$ cat src/rtl/barrett_arbiter.sv
// Two request ports share one 3-stage Barrett reducer. Grants are round-robin and
// gated by per-port credits. Modulus reloads wait until the pipeline has drained.
// Defining BARRETT_ARB_STATS_EN adds saturating per-port issue counters.

module barrett_reduce #(
   parameter int WIDTH = 24
) (
   input  logic               clk,
   input  logic [2*WIDTH-1:0] x,
   input  logic [WIDTH-1:0]   q,
   input  logic [WIDTH+1:0]   mu,
   output logic [WIDTH-1:0]   r
);
   logic [WIDTH+1:0] qhat_s1;
   logic [WIDTH+1:0] x_lo_s1;
   logic [WIDTH+1:0] rem_s2;
   logic [WIDTH+1:0] qq;
   logic [WIDTH+1:0] rem_a;
   logic [WIDTH+1:0] q_ext;
   logic [WIDTH-1:0] rem_fin;

   // The estimate undershoots by at most two, so the remainder is below 3q and
   // fits in WIDTH+2 bits. Only the low bits of x and qhat*q are needed.
   assign q_ext = {2'b00, q};
   assign qq    = qhat_s1 * q_ext;

   always_comb begin
      rem_a   = (rem_s2 >= q_ext) ? rem_s2 - q_ext : rem_s2;
      rem_fin = (rem_a >= q_ext) ? WIDTH'(rem_a - q_ext) : rem_a[WIDTH-1:0];
   end

   // NOTE: datapath registers are not reset; validity travels in the tag pipeline.
   always_ff @(posedge clk) begin
      qhat_s1 <= (WIDTH+2)'(({{(WIDTH+2){1'b0}}, x} * {{(2*WIDTH){1'b0}}, mu}) >> (2*WIDTH));
      x_lo_s1 <= x[WIDTH+1:0];
      rem_s2  <= x_lo_s1 - qq;
      r       <= rem_fin;
   end
endmodule

module barrett_arb_fifo #(
   parameter int WIDTH = 24,
   parameter int DEPTH = 4
) (
   input  logic             clk,
   input  logic             rst,
   input  logic             push,
   input  logic [WIDTH-1:0] push_data,
   input  logic             pop,
   output logic             valid,
   output logic [WIDTH-1:0] data
);
   localparam int AW = $clog2(DEPTH);

   logic [WIDTH-1:0] mem [DEPTH];
   logic [AW-1:0]    wr_ptr;
   logic [AW-1:0]    rd_ptr;
   logic [AW:0]      count;

   always_ff @(posedge clk) begin
      if (rst) begin
         wr_ptr <= '0;
         rd_ptr <= '0;
         count  <= '0;
      end else begin
         if (push) wr_ptr <= wr_ptr + AW'(1);
         if (pop)  rd_ptr <= rd_ptr + AW'(1);
         case ({push, pop})
            2'b10:   count <= count + (AW+1)'(1);
            2'b01:   count <= count - (AW+1)'(1);
            default: count <= count;
         endcase
      end
   end

   always_ff @(posedge clk) begin
      if (push) mem[wr_ptr] <= push_data;
   end

   assign valid = (count != '0);
   assign data  = valid ? mem[rd_ptr] : '0;
endmodule

module barrett_arbiter #(
   parameter int          WIDTH   = 24,
   parameter int          DEPTH   = 4,
   parameter int unsigned Q_INIT  = 8380417,
   parameter int unsigned MU_INIT = 33587228
) (
   input  logic               clk,
   input  logic               rst,
   input  logic               cfg_we,
   input  logic [WIDTH-1:0]   cfg_q,
   input  logic [WIDTH+1:0]   cfg_mu,
   output logic               cfg_busy,
   input  logic               a_req_valid,
   output logic               a_req_ready,
   input  logic [2*WIDTH-1:0] a_req_prod,
   output logic               a_rsp_valid,
   input  logic               a_rsp_ready,
   output logic [WIDTH-1:0]   a_rsp_data,
   input  logic               b_req_valid,
   output logic               b_req_ready,
   input  logic [2*WIDTH-1:0] b_req_prod,
   output logic               b_rsp_valid,
   input  logic               b_rsp_ready,
`ifdef BARRETT_ARB_STATS_EN
   output logic [15:0]        a_issue_cnt,
   output logic [15:0]        b_issue_cnt,
`endif
   output logic [WIDTH-1:0]   b_rsp_data
);
   localparam int CW = $clog2(DEPTH + 1);

   typedef enum logic [1:0] {RUN = 2'd0, DRAIN = 2'd1, LOAD = 2'd2} state_t;

   state_t           state;
   state_t           state_next;
   logic             run;
   logic             load;
   logic [WIDTH-1:0] q_act,  q_shadow;
   logic [WIDTH+1:0] mu_act, mu_shadow;
   logic [CW-1:0]    a_credit, b_credit;
   logic             last_b;
   logic             elig_a, elig_b, xfer_a, xfer_b, issue;
   logic             pop_a, pop_b;
   logic [2:0]       tag_vld, tag_port;
   logic [1:0]       in_flight;
   logic [WIDTH-1:0] red_out;
   logic             a_fifo_valid, b_fifo_valid;
   logic [WIDTH-1:0] a_fifo_data,  b_fifo_data;

   always_ff @(posedge clk) begin
      if (rst) state <= RUN;
      else     state <= state_next;
   end

   // NOTE: next state defaults to the current state so no path leaves it unassigned.
   always_comb begin
      state_next = state;
      case (state)
         RUN:     if (cfg_we)            state_next = DRAIN;
         DRAIN:   if (in_flight == 2'd0) state_next = LOAD;
         LOAD:                           state_next = RUN;
         default:                        state_next = RUN;
      endcase
   end

   always_comb begin
      run      = (state == RUN);
      load     = (state == LOAD);
      cfg_busy = !rst && (state != RUN);
   end

   always_ff @(posedge clk) begin
      if (rst) begin
         q_act     <= WIDTH'(Q_INIT);
         mu_act    <= (WIDTH+2)'(MU_INIT);
         q_shadow  <= WIDTH'(Q_INIT);
         mu_shadow <= (WIDTH+2)'(MU_INIT);
      end else begin
         if (run && cfg_we) begin
            q_shadow  <= cfg_q;
            mu_shadow <= cfg_mu;
         end
         if (load) begin
            q_act  <= q_shadow;
            mu_act <= mu_shadow;
         end
      end
   end

   // On a tie, grant the port that was not granted last.
   assign elig_a      = a_req_valid && (a_credit != '0) && run;
   assign elig_b      = b_req_valid && (b_credit != '0) && run;
   assign a_req_ready = !rst && elig_a && (!elig_b || last_b);
   assign b_req_ready = !rst && elig_b && (!elig_a || !last_b);
   assign xfer_a      = a_req_ready;
   assign xfer_b      = b_req_ready;
   assign issue       = xfer_a || xfer_b;

   always_ff @(posedge clk) begin
      if (rst)         last_b <= 1'b1;
      else if (xfer_a) last_b <= 1'b0;
      else if (xfer_b) last_b <= 1'b1;
   end

   always_ff @(posedge clk) begin
      if (rst) begin
         a_credit <= CW'(DEPTH);
         b_credit <= CW'(DEPTH);
      end else begin
         case ({xfer_a, pop_a})
            2'b10:   a_credit <= a_credit - CW'(1);
            2'b01:   a_credit <= a_credit + CW'(1);
            default: a_credit <= a_credit;
         endcase
         case ({xfer_b, pop_b})
            2'b10:   b_credit <= b_credit - CW'(1);
            2'b01:   b_credit <= b_credit + CW'(1);
            default: b_credit <= b_credit;
         endcase
      end
   end

   barrett_reduce #(.WIDTH(WIDTH)) u_reduce (
      .clk (clk),
      .x   (xfer_b ? b_req_prod : a_req_prod),
      .q   (q_act),
      .mu  (mu_act),
      .r   (red_out)
   );

   // The tag pipeline mirrors the reducer so each result knows its port.
   always_ff @(posedge clk) begin
      if (rst) begin
         tag_vld <= '0;
      end else begin
         tag_vld  <= {tag_vld[1:0], issue};
         tag_port <= {tag_port[1:0], xfer_b};
      end
   end

   assign in_flight = 2'(tag_vld[0]) + 2'(tag_vld[1]) + 2'(tag_vld[2]);

   barrett_arb_fifo #(.WIDTH(WIDTH), .DEPTH(DEPTH)) u_fifo_a (
      .clk       (clk),
      .rst       (rst),
      .push      (tag_vld[2] && !tag_port[2]),
      .push_data (red_out),
      .pop       (pop_a),
      .valid     (a_fifo_valid),
      .data      (a_fifo_data)
   );

   barrett_arb_fifo #(.WIDTH(WIDTH), .DEPTH(DEPTH)) u_fifo_b (
      .clk       (clk),
      .rst       (rst),
      .push      (tag_vld[2] && tag_port[2]),
      .push_data (red_out),
      .pop       (pop_b),
      .valid     (b_fifo_valid),
      .data      (b_fifo_data)
   );

   assign a_rsp_valid = !rst && a_fifo_valid;
   assign b_rsp_valid = !rst && b_fifo_valid;
   assign a_rsp_data  = rst ? '0 : a_fifo_data;
   assign b_rsp_data  = rst ? '0 : b_fifo_data;
   assign pop_a       = a_rsp_valid && a_rsp_ready;
   assign pop_b       = b_rsp_valid && b_rsp_ready;

`ifdef BARRETT_ARB_STATS_EN
   always_ff @(posedge clk) begin
      if (rst) begin
         a_issue_cnt <= '0;
         b_issue_cnt <= '0;
      end else begin
         if (xfer_a && (a_issue_cnt != 16'hFFFF)) a_issue_cnt <= a_issue_cnt + 16'd1;
         if (xfer_b && (b_issue_cnt != 16'hFFFF)) b_issue_cnt <= b_issue_cnt + 16'd1;
      end
   end
`else
   // Issue counters are not built in this configuration.
`endif
endmodule

$ cat config.mk
export PLATFORM = sky130hd
export DESIGN_NAME = barrett_arbiter
export DESIGN_NICKNAME = d
export VERILOG_FILES = /design/src/rtl/barrett_arbiter.sv
export SDC_FILE = /design/constraint.sdc
export NUM_CORES = 2
export LEC_CHECK = 0
export ABC_CLOCK_PERIOD_IN_PS = 24300
export BUFFER_PORTS_ARGS = -buffer_cell sky130_fd_sc_hd__buf_2
export CAP_MARGIN = 30
export CORE_ASPECT_RATIO = 2
export CORE_MARGIN = 2
export CORE_UTILIZATION = 31
export CTS_CLUSTER_SIZE = 28
export DETAILED_ROUTE_END_ITERATION = 16
export GPL_ROUTABILITY_DRIVEN = 0
export PLACE_DENSITY = 0.52
export SLEW_MARGIN = 20
export SYNTH_ARGS = -nofsm -noshare
export SYNTH_HDL_FRONTEND = slang
export SYNTH_HIERARCHICAL = 1
export SYNTH_SLANG_ARGS = --single-unit
$ cat constraint.sdc
create_clock -name clk -period 24.3 [get_ports clk]
set_clock_uncertainty 0.2 [all_clocks]
set_input_delay 1.215 -clock clk [delete_from_list [all_inputs] [get_ports clk]]
set_output_delay 1.215 -clock clk [all_outputs]
set_load 0.01 [all_outputs]
==> Yosys cells after proc, flatten, opt, wreduce, memory -nomap -nowiden <==
Memories as Yosys holds them, arrays and structs flattened. A register that Yosys moved wholly into a read port is not among the register bits.
Cells that the tools add are included.
Widths: inputs -> output; s select.
{ "word_totals": {"memories": 2, "in_bits": 153, "ram_bits": 192, "output_inout_bits": 53, "reg_bits": 231, "rom_bits": 0, "latch_bits": 0, "elab_cells": 116} }
{ "classes": {"n_reduce_logical": 37, "magnitude_cmp": 2, "eq_ne": 12, "n_mul": 2, "add_sub_neg": 17, "div": 0, "mux": 24, "n_shift": 0, "bitwise": 0} }
{ "mem_list": {"columns": ["memory", "depth", "width", "rd", "rd_clocked_by_memory_dff", "write_ports", "line_no", "text"], "rows": [
  ["u_fifo_a.mem", 4, 24, 1, 1, 1, "55", "logic [WIDTH-1:0] mem [DEPTH];"],
  ["u_fifo_b.mem", 4, 24, 1, 1, 1, "55", null]
]} }
{ "ops": {"columns": ["cell", "n"], "rows": [
  ["$mux 24", 5],
  ["$mul 48x26->74", 1],
  ["$ge 26x24->1", 2],
  ["$mux 48", 1],
  ["$mul 26x24->26", 1],
  ["$mux 26", 1],
  ["$sub 26x24->26", 1],
  ["$sub 26x26->26", 1],
  ["$pmux 3 s2", 4],
  ["$sub 24x24->24", 1],
  ["$logic_and 1x1->1", 16],
  ["$add 3x1->3 const B", 4],
  ["$mux 2", 6],
  ["$reduce_bool 2->1", 6],
  ["$reduce_bool 3->1", 4],
  ["$sub 3x1->3 const B", 4],
  ["$eq 2x1->1 const B", 5],
  ["$eq 2x2->1 const B", 5],
  ["$add 2x1->2 const B", 4],
  ["$mux 1", 6],
  ["$logic_not 1->1", 5],
  ["$logic_not 2->1", 2],
  ["$ne 2x2->1 const B", 2],
  ["$pmux 2 s2", 1],
  ["other kinds (4)", 6]
]} }

==> Logic depth before layout (Yosys ltp) <==
{ "logic_depth": {"word_depth": 8, "ltp_mapped": 32, "mapped_depth_nobuf": 30} }

==> Hierarchy <==
The synthesis kept the hierarchy.
{ "by_module_without_submodules": {"columns": ["module", "cells_each", "area_each_um2", "n_inst"], "rows": [
  ["barrett_reduce", 5886, 53707.8, 1],
  ["barrett_arb_fifo", 199, 4065.1, 2],
  ["barrett_arbiter", 612, 5188.7, 1]
]} }

==> Worst setup path after synthesis <==
OpenSTA, ideal clock, no wires.
{ "synth_timing": {"path_type": "input -> register", "start": "input port a_req_valid", "end": "register u_reduce.qhat_s1[18]", "setup_time_ns": 0.072, "stages": 28, "t_arrival_ns": 8.567, "slack_ns": 15.461, "path_buffers": 2, "required_ns": 24.028, "path_cell_list": "and3_1 -> a211o_4 -> buf_6 -> mux2_4 -> clkbuf_1 -> and2_1 -> fa_1 -> fa_1 -> inv_1 -> fa_1 -> fa_1 -> inv_1 -> fa_1 -> fa_1 -> inv_1 -> fa_1 -> inv_1 -> ha_1 -> a21oi_1 -> o21ai_0 -> a2111oi_0 -> a21oi_1 -> a2111oi_4 -> a21oi_2 -> o211a_1 -> o21a_1 -> o41ai_2 -> xnor2_1"} }
{ "synth_between": {"elab_chain_len": 7} }
{ "synth_lines": {"columns": ["element", "line_no", "text"], "rows": [
  ["start, declared", "96", "input logic a_req_valid,"],
  ["$logic_and 1x1->1 (2 in series)", "174", "assign elig_a = a_req_valid && (a_credit != '0) && run;"],
  ["$logic_not 1->1", "177", "assign b_req_ready = !rst && elig_b && (!elig_a || !last_b);"],
  ["$logic_or 1x1->1", "177", null],
  ["$logic_and 1x1->1", "177", null],
  ["$mux 48", "208", ".x (xfer_b ? b_req_prod : a_req_prod),"],
  ["$mul 48x26->74", "34", "qhat_s1 <= (WIDTH+2)'(({{(WIDTH+2){1'b0}}, x} * {{(2*WIDTH){1'b0}}, mu}) >> (2*WIDTH));"],
  ["end signal, assigned", "34", null],
  ["end, declared", "14", "logic [WIDTH+1:0] qhat_s1;"]
]} }
No other way between the ends.
A chain may end at the register's enable or synchronous reset.

==> Final worst setup path <==
{ "layout_timing": {"start": "input port rst", "end": "register u_reduce.qhat_s1[17]"} }
{ "layout_between": {"elab_chain_len": 5} }
{ "layout_lines": {"columns": ["element", "line_no", "text"], "rows": [
  ["start, declared", "91", "input logic rst,"],
  ["$logic_not 1->1", "177", null],
  ["$logic_and 1x1->1 (2 in series)", "177", null],
  ["$mux 48", "208", null],
  ["$mul 48x26->74", "34", null]
]} }
No other way between the ends.

==> reports/qor.yml <==
yosys:
  yosys_warnings: 6
  synth_area_leader_cell: "fa_1"
  synth-simple-area-share: 0.164
  synth-xor-area-share: 0.0203
  yosys-top-cells-area: "fa_1, edfxtp_1, inv_1"
  synth_edf_count: 195
  synth-seq-cells: 427
  netlist_instances: 6896
  synth_area_per_cell_sq_um: 9.72
  synth_fa_ha_area_frac: 0.485
  syn_area_sq_um: 67000
  synth_cell_types: 77
  synth_top_family_by_area: "adder cells"
  synthMuxAreaShare: 0.0340
  synth_flop_cell: "dfxtp_1"
  yosysSeqAreaShare: 0.157
  syn_nets: 8811
  synth_top_area_share: 0.416
  synth_compound_area_frac: 0.0408
  async_flop_share: 0
setup_path:
  path_class: "primary input to flop"
  crit_top_cell: "fa_1"
  r2r_end: "u_reduce/qhat_s1[17]$_DFF_P_"
  cp_max_fo: 56
  r2r_cells: 27
  cp-start-kind: "primary input"
  crit_family: "adder cells"
  slowest_stage: "buf_4"
  required_ns: 24.60
  cp-end-kind: "flop"
  r2r-start: "state[1]$_SDFFE_PP0P_"
  ff2ff_setup_slack_ns: 13.66
  slowest_delay_ns: 0.68
  crit_buf_inv: 5
  arrival_ns: 11.12
detailed_routing:
  drtIter0Drc: 2477
  dr.pass1.iters: 6
  ant_nets: 0
  drt-total-wl_mm: 217
  via_per_inst: 4.92
  dr_total_vias: 47700
  drc: 0
  routedWlPerCell_microns: 22.4
die:
  start_util: 0.311
  die_h_microns: 662
  num_io_pins: 206
  dieArea_sq_um: 220000
  dieWidth_microns: 333
  rows: 241
  core_sq_um: 215000
min_path:
  hold_depth: 0
  hold_path_startpoint: "tag_port[0]$_DFFE_PN_"
  hold_path_class: "flop to flop"
  whs_endpoint: "tag_port[1]$_DFFE_PN_"
cts:
  cts_root_buf: "clkbuf_16"
  clockBufferDepth: 3
  numCtsBuffers: 42
  cts_resized: 0
  post_cts_buffers: 0
  clkTransAtPathRegs_ns: 0.07
  h-tree-depth: 2
  clock_latency_ns: 0.62
  hold_buffers: 0
  cts_tree: "built"
  clock_sinks: 427
status:
  status: "finished, final reports clean"
placed_design:
  portBuffers: 205
  dp_hpwl_mm: 165
sta:
  period_share: 0.446
  slew_viol_final: 0
  fin_setup_tns_ns: 0
  fmax_mhz: 92.4
  rsz0062_at_grt: "no"
  setup_viol: 0
  hold_viol_final: 0
  tightest_slew_ns: 1.23
  fin_crit_ns: 10.83
  slew-limit-headroom: 0.180
finish:
  final_cell_mix: "inv_1, fa_1, nand2_1"
  fillerInstances: 22200
  num-nets-final: 8786
  syn_to_final_growth_pct: 7.95
  layout-drive-gt1-share: 0.0783
  fin_util: 0.336
global_route:
  grt_max_degree: 92
  grt_use_total: 0.197
  grt_pass1_vias: 53600
  antenna_found_initial: 12
  grt-ovfl-total: 0
  grt_pass1_wl_mm: 325
job:
  drv_cap: 0
-- flip-flops by register name (all words and copies together) (netlist names), 24 cells and up, named ones only --
signal and flops:
mu_act 26, mu_shadow 26, q_act 24, q_shadow 24
u_fifo_a/mem 96, u_fifo_b/mem 96, u_reduce/qhat_s1 26, u_reduce/r 24
u_reduce/rem_s2 26, u_reduce/x_lo_s1 26
-- area by class of cell --
class                   count  area (sq um)  area share
diodes                      8          20.0    0.000277
clock buffers              53          1150      0.0160
clock inverters            25           308     0.00425
inverters                1393          5230      0.0723
multi-input cells        4728         49900       0.690
flip-flops and latches    427         10600       0.146
well taps                2794          3500      0.0483
repair buffers            279          1680      0.0232
-- logic make-up after synthesis --
logic type      Yosys count
compound gates          430
xor+xnor                155
fa+ha+maj              1762
buf+inv                1741
flops                   427
mux                     139
simple gates           2242
-- routing by layer --
layer	GRT usage	part of all wire	vias to the layer above
met5	0	0.000051	-
met4	0.110	0.064	2
met3	0.0215	0.045	608
met2	0.386	0.55	1667
met1	0.202	0.34	24900
li1	-	-	20500
-- worst max path at each step --
stage                      from                           end  slack, ns  depth (start not counted)
floorplan           a_req_valid  u_reduce/qhat_s1[18]$_DFF_P_      15.46                         28
global placement            rst  u_reduce/qhat_s1[17]$_DFF_P_      13.03                         27
detailed placement          rst  u_reduce/qhat_s1[17]$_DFF_P_      12.95                         27
CTS                         rst  u_reduce/qhat_s1[17]$_DFF_P_      13.64                         27
global route                rst  u_reduce/qhat_s1[17]$_DFF_P_      13.22                         27
finish                      rst  u_reduce/qhat_s1[17]$_DFF_P_      13.47                         26
-- through the flow --
step / hold WS (ns) / cell area, sq um / std cells / worst slack [ns]
2_1_floorplan: 0.200 / 67000 / 6896 / 15.46
3_3_place_gp: 0.206 / 70700 / 9612 / 13.03
3_5_place_dp: 0.207 / 70800 / 9619 / 12.95
4_1_cts: 0.224 / 72300 / 9697 / 13.64
5_1_grt: 0.230 / 72300 / 9700 / 13.22
6_report: 0.222 / 72400 / 9707 / 13.47
-- worst register-to-register path, stage by stage, from the launching register on --
cell and delay [ns]:
dfxtp_1 0.36, nor2_1 0.38, and3_1 0.24, a211o_4 0.20, buf_4 0.68, mux2_4 0.82, nand2_1 0.23, fa_1 0.58
inv_1 0.05, fa_1 0.48, fa_1 0.61, fa_1 0.48, fa_1 0.47, fa_1 0.49, inv_1 0.05, fa_1 0.51
inv_1 0.05, ha_1 0.39, nand3_1 0.15, nor3_1 0.20, nand4_1 0.36, a2111oi_0 0.51, o21ai_1 0.46, a21oi_2 0.37
o21ai_1 0.15, a2111oi_2 0.62, o221ai_1 0.26, xnor2_1 0.18
-- cells in the mapped netlist, types with 13 or more instances --
cell type,number
nor2_1,95
nor3_1,18
edfxtp_1,195
xnor2_1,105
nor2b_1,108
o21ai_0,65
o21a_1,21
mux2_2,36
o21bai_1,14
xor2_1,50
dfxtp_1,232
nand3_1,69
ha_1,370
clkbuf_1,320
inv_1,1392
and2_1,795
a21oi_1,180
mux4_2,48
nand4_1,19
a21o_1,52
fa_1,1392
nand2_1,1080
buf_6,13
mux2_4,48
Power is left out: the tool's default activity adds up to more than one toggle a clock period on the data nets, which glitch-free logic cannot reach.
